==> config.mk <==
export PLATFORM = sky130hd
export DESIGN_NAME = uart_tx_flat
export DESIGN_NICKNAME = d
export VERILOG_FILES = /design/src/rtl/uart_pkg.sv /design/src/rtl/uart_tx_if.sv /design/src/rtl/baud_gen.sv /design/src/rtl/uart_tx.sv /design/src/flat_wrapper.sv
export SDC_FILE = /design/constraint.sdc
export NUM_CORES = 1
export LEC_CHECK = 0
export BUFFER_PORTS_ARGS = -buffer_cell sky130_fd_sc_hd__buf_2
export CAP_MARGIN = 15
export CORE_MARGIN = 2
export CORE_UTILIZATION = 45
export DETAILED_ROUTE_END_ITERATION = 10
export MAX_ROUTING_LAYER = met4
export PLACE_DENSITY = 0.73
export SETUP_SLACK_MARGIN = 0.1
export SYNTH_ARGS = -nofsm -noshare
export SYNTH_HDL_FRONTEND = slang
export SYNTH_HIERARCHICAL = 1
export SYNTH_SLANG_ARGS = --single-unit
==> constraint.sdc <==
create_clock -name clk -period 4.4 [get_ports clk]
set_clock_uncertainty 0.2 [all_clocks]
set_input_delay 0.44 -clock clk [delete_from_list [all_inputs] [get_ports clk]]
set_output_delay 0.44 -clock clk [all_outputs]
set_load 0.02 [all_outputs]
==> src/rtl/uart_pkg.sv <==
// Shared UART definitions: frame geometry, line levels and the transmitter FSM states.
// The receive path imports this package as well.
package uart_pkg;
    localparam int DATA_BITS  = 8;
    localparam int FRAME_BITS = 10;

    localparam logic START_BIT = 1'b0;
    localparam logic STOP_BIT  = 1'b1;
    localparam logic LINE_IDLE = 1'b1;

    typedef enum logic {
        IDLE,
        SEND
    } tx_state_e;
endpackage

==> src/rtl/uart_tx_if.sv <==
// Valid/ready byte handshake between a producer and the UART transmitter.
interface uart_tx_if;
    import uart_pkg::*;

    logic [DATA_BITS-1:0] tx_data;
    logic                 tx_valid;
    logic                 tx_ready;

    modport master (output tx_data, output tx_valid, input tx_ready);
    modport slave  (input tx_data, input tx_valid, output tx_ready);
endinterface

==> src/rtl/baud_gen.sv <==
// Free-running bit-period counter; tick is high for the single cycle at count CLK_DIV-1.
// restart pins the count at zero, so the first tick lands CLK_DIV cycles after release.
module baud_gen #(
    parameter int unsigned CLK_DIV = 1667
) (
    input  logic clk,
    input  logic rst,
    input  logic restart,
    output logic tick
);
    localparam int unsigned      CW   = $clog2(CLK_DIV);
    localparam logic [CW-1:0]    LAST = CW'(CLK_DIV - 1);

    logic [CW-1:0] cnt_q;
    logic [CW-1:0] cnt_d;

    always_comb begin
        cnt_d = cnt_q + CW'(1);
        if (restart || cnt_q == LAST) begin
            cnt_d = '0;
        end
    end

    always_ff @(posedge clk) begin
        if (rst) begin
            cnt_q <= '0;
        end else begin
            cnt_q <= cnt_d;
        end
    end

    assign tick = (cnt_q == LAST);
endmodule

==> src/rtl/uart_tx.sv <==
// 8N1 UART transmitter with a one-byte holding register so frames can run back to back.
// The line is the LSB of a registered 10-bit shifter, so tx is glitch-free.
module uart_tx
    import uart_pkg::*;
#(
    parameter int unsigned CLK_DIV = 1667
) (
    input  logic     clk,
    input  logic     rst,
    uart_tx_if.slave bus,
    output logic     tx,
    output logic     busy
);
    localparam logic [3:0] LAST_BIT = 4'(FRAME_BITS - 1);

    tx_state_e             state_q, state_d;
    logic [FRAME_BITS-1:0] shift_q, shift_d;
    logic [DATA_BITS-1:0]  hold_q, hold_d;
    logic                  hold_full_q, hold_full_d;
    logic                  tx_ready_q, tx_ready_d;
    logic [3:0]            bit_cnt_q, bit_cnt_d;
    logic                  baud_tick;
    logic                  accept;

    baud_gen #(.CLK_DIV(CLK_DIV)) u_baud (
        .clk     (clk),
        .rst     (rst),
        .restart (state_q == IDLE),
        .tick    (baud_tick)
    );

    always_comb begin
        state_d     = state_q;
        shift_d     = shift_q;
        hold_d      = hold_q;
        hold_full_d = hold_full_q;
        bit_cnt_d   = bit_cnt_q;
        accept      = bus.tx_valid && tx_ready_q;

        case (state_q)
            IDLE: begin
                if (hold_full_q) begin
                    shift_d     = {STOP_BIT, hold_q, START_BIT};
                    hold_full_d = 1'b0;
                    bit_cnt_d   = '0;
                    state_d     = SEND;
                end
            end
            SEND: begin
                if (baud_tick) begin
                    if (bit_cnt_q < LAST_BIT) begin
                        shift_d   = {LINE_IDLE, shift_q[FRAME_BITS-1:1]};
                        bit_cnt_d = bit_cnt_q + 4'd1;
                    end else if (hold_full_q) begin
                        // End of stop bit with a byte waiting: chain straight into its start bit.
                        shift_d     = {STOP_BIT, hold_q, START_BIT};
                        hold_full_d = 1'b0;
                        bit_cnt_d   = '0;
                    end else begin
                        shift_d = {FRAME_BITS{LINE_IDLE}};
                        state_d = IDLE;
                    end
                end
            end
            default: state_d = IDLE;
        endcase

        // tx_ready lags hold_full by a cycle, so an accept never meets a transfer edge.
        if (accept) begin
            hold_d      = bus.tx_data;
            hold_full_d = 1'b1;
        end
        tx_ready_d = !hold_full_q && !accept;
    end

    always_ff @(posedge clk) begin
        if (rst) begin
            state_q     <= IDLE;
            shift_q     <= {FRAME_BITS{LINE_IDLE}};
            hold_q      <= '0;
            hold_full_q <= 1'b0;
            tx_ready_q  <= 1'b1;
            bit_cnt_q   <= '0;
        end else begin
            state_q     <= state_d;
            shift_q     <= shift_d;
            hold_q      <= hold_d;
            hold_full_q <= hold_full_d;
            tx_ready_q  <= tx_ready_d;
            bit_cnt_q   <= bit_cnt_d;
        end
    end

    assign tx           = shift_q[0];
    assign busy         = (state_q == SEND) || hold_full_q;
    assign bus.tx_ready = tx_ready_q;
endmodule

==> src/flat_wrapper.sv <==
// flat-port wrapper written by rule: the top's interface ports become plain ports
module uart_tx_flat import uart_pkg::*;
#(
    parameter int unsigned CLK_DIV = 1667
)
  (clk, rst, tx, busy, bus_tx_data, bus_tx_valid, bus_tx_ready);
  uart_tx_if bus_i ();
  input  logic clk;
  input  logic rst;
  output logic tx;
  output logic busy;
  input wire logic [$bits(bus_i.tx_data)-1:0] bus_tx_data;
  input wire logic [$bits(bus_i.tx_valid)-1:0] bus_tx_valid;
  output wire logic [$bits(bus_i.tx_ready)-1:0] bus_tx_ready;
  assign bus_i.tx_data = bus_tx_data;
  assign bus_i.tx_valid = bus_tx_valid;
  assign bus_tx_ready = bus_i.tx_ready;
  uart_tx #(.CLK_DIV(CLK_DIV)) u_core (.clk(clk), .rst(rst), .bus(bus_i), .tx(tx), .busy(busy));
endmodule
==> out/metrics.cfg <==
[finish]
nFillCells=324
area_delta_synth_final_pct=7.963
layout-drive-gt1-share_pct=16.41
final_core_util_pct=51.05
nets=209
diodes=0

[clock_network]
path_clk_slew_ps=120
htree_levels=2
cts.path.max_buffers=2
cts_buffers=5
clkSinkCount=35
cts_root_buffer=clkbuf_4
ctsResizeCount=0
cts_hold_buf=0
cts_tree=built
clkLatencyLatePin_ps=350
post_cts_buffers=0

[route]
via_count=1301
firstDrtPassIters=4
post_drt_wl_per_cell_um=12.66
ant_nets=0
wl_um=3052
viasPerCell=5.398
drc=0
drt-initial-drc-count=61

[setup_path]
worst_setup_path_start_kind=flip-flop
crit_start=u_core/u_baud/cnt_q[0]
critical_path_class=flip-flop to flip-flop
r2r_setup_slack_ps=2110
arrival_ps=2340
path_max_fanout=18
r2r-end=u_core/shift_q[0]
rr_worst_depth=9
r2r-start=u_core/u_baud/cnt_q[0]
cp-end-kind=flip-flop
critical_path_required_ps=4450
worstSetupEndpoint=u_core/shift_q[0]

[timing]
fmax_ghz=0.4374
hold_viol=0
slew_headroom_pct=54.31
worst_slack_ps=2114
rsz0062_at_grt=false
final-setup-viol-count=0
period_share_pct=51.96
finalCriticalPeriod_ps=2286
finalMaxSlewViolations=0
max_slew.worst_pin.slew_ps=683.0
tns_ps=0

[synthesis]
synth_top_area_cell=dfxtp_1
synthTopCellsByArea=dfxtp_1 44%, a21oi_1 8.1%, nand2_1 5.4%, nand3_1 4.1%, ha_1 3.1%
synth_warnings=6
ys_ff_latch=35
syn_nets=197
synth_cell_types=40
yosysSeqAreaShare_pct=43.72
synthCells=182
synth-edff-count=0
syn_avg_cell_area_um2=8.807
netlist.area_leader.share_pct=43.72
synth_ff_type=dfxtp_1
synth_area_mm2=0.001603
synthArstFlopShare_pct=0

[global_route]
grt_pass1_wl_um=5237
grt_use_total_pct=16.95
grt_max_degree=24
grt_pass1_vias=1126
antenna_found_initial=0
gr-total-overflow=0

[floorplanning]
initial_utilization_pct=47.29
io_pins=14
die_w_um=63.68
core_mm2=0.003390
die_area_mm2=0.004055
rows=21
die_h_um=63.68

[placement]
gp_congestion=0.8224
dp_hpwl_um=2084
place.port_buffers=13
pre_cts_ws_ps=2114

[run]
maxCapViolCount=0

[power]
peakVddDrop_v=0.0002084
power_density_mw_per_mm2=340.7
p_leak_uw=0.0006239

[outcome]
status=finished clean

[min_path]
hp-class=primary input to flip-flop

## cell usage after synthesis, drive strengths merged, types with 2 or more instances
library cell and count:
a31oi 2, ha 4, nand2 24, nand4 3, o21ai 15, or4 2, or3 4, inv 8
nand3 13, buf 6, nor2 9, clkbuf 3, dfxtp 35, o31ai 3, o22ai 8, a21boi 2
a21oi 26, xor2 2
## cell families (layout without fill, tap and decap cells)
| logic type | Yosys count | in the layout | synth area share (%) |
|---|---|---|---|
| and+or+nand+nor | 62 | 62 | 20.30 |
| xor gates and xnor gates | 3 | 3 | 1.640 |
| DFF | 35 | 35 | 43.72 |
| buffers and inverters | 17 | 30 | 5.932 |
| AOI/OAI and AO/OA | 61 | 61 | 25.29 |
| adders and majority gates | 4 | 4 | 3.123 |
## flip-flops by register name (all words and copies together) (netlist names)
name / flops
u_core/bit_cnt_q: 4
u_core/hold_q: 8
u_core/shift_q: 9
u_core/bus.tx_ready: 1
u_core/hold_full_q: 1
u_core/state_q: 1
u_core/u_baud/cnt_q: 11
## per-stage QoR
| step | hold WS [ps] | std cells | area (um^2) | power [uW] |
|---|---|---|---|---|
| floorplan | 236.4 | 182 | 1603 | 400.7 |
| global placement | 249.2 | 233 | 1668 | 413.0 |
| detailed placement | 250.4 | 233 | 1668 | 414.4 |
| CTS | 88.60 | 241 | 1730 | 597.9 |
| global route | 83.58 | 241 | 1730 | 621.3 |
| finish | 107.7 | 241 | 1730 | 589.5 |
## per-layer routing
metal,vias to the layer above,GRT usage [%],routed length (um)
met1,593,21.99,1542
met3,6,5.000,138
li1,677,-,-
met2,25,24.87,1317
met4,0,6.522,53
met5,-,-,0
## layout by cell type, fill, tap and decap left out, types with 2 or more instances in the layout
cell	count
dfxtp_1	35
or4_1	2
or3_1	4
clkbuf_4	5
o31ai_1	2
nor2_1	9
inv_1	7
o21ai_1	8
xor2_1	2
a21oi_1	26
clkinv_4	2
o22ai_1	8
ha_1	4
nand3_1	13
buf_2	13
nand2_1	23
nand4_1	2
o21ai_0	7
## area by class of cell
type / instances / area (um^2) / share of cell area (%)
Clock buffer: 5 / 37.54 / 2.169
Clock inverter: 3 / 25.02 / 1.446
Inverter: 8 / 30.03 / 1.735
Multi-Input combinational cell: 130 / 807.0 / 46.64
Sequential cell: 35 / 700.7 / 40.49
Tap cell: 46 / 57.56 / 3.326
Timing Repair Buffer: 14 / 72.57 / 4.194
## worst max-delay path, cell delays in order, from the launching register on
cell	delay [ps]
dfxtp_1	430
inv_1	70
ha_1	190
nand4b_1	150
nor4_1	80
buf_4	180
nand2_1	90
a21boi_4	420
nor2_1	100
a221o_1	300
## power by group
group / total (uW) / leakage [uW] / switching [uW] / internal, uW
clock network: 182 / 0.0000314 / 118 / 63.9
logic: 66.1 / 0.000307 / 41.7 / 24.4
registers: 341 / 0.000286 / 9.89 / 331
total: 590 / 0.000624 / 170 / 419
## worst min-delay path by stage
stage	end	slack, ps	start	cells past startpoint
floorplan	u_core/hold_q[0]	240	u_core/hold_q[0]	2
global placement	u_core/hold_q[2]	250	u_core/hold_q[2]	2
detailed placement	u_core/hold_q[6]	250	u_core/hold_q[6]	2
CTS	u_core/hold_q[5]	90	bus_tx_data[5]	3
global route	u_core/hold_q[5]	80	bus_tx_data[5]	3
finish	u_core/hold_q[0]	110	bus_tx_data[0]	3
Note: power is estimated with default switching activity, not from simulation.
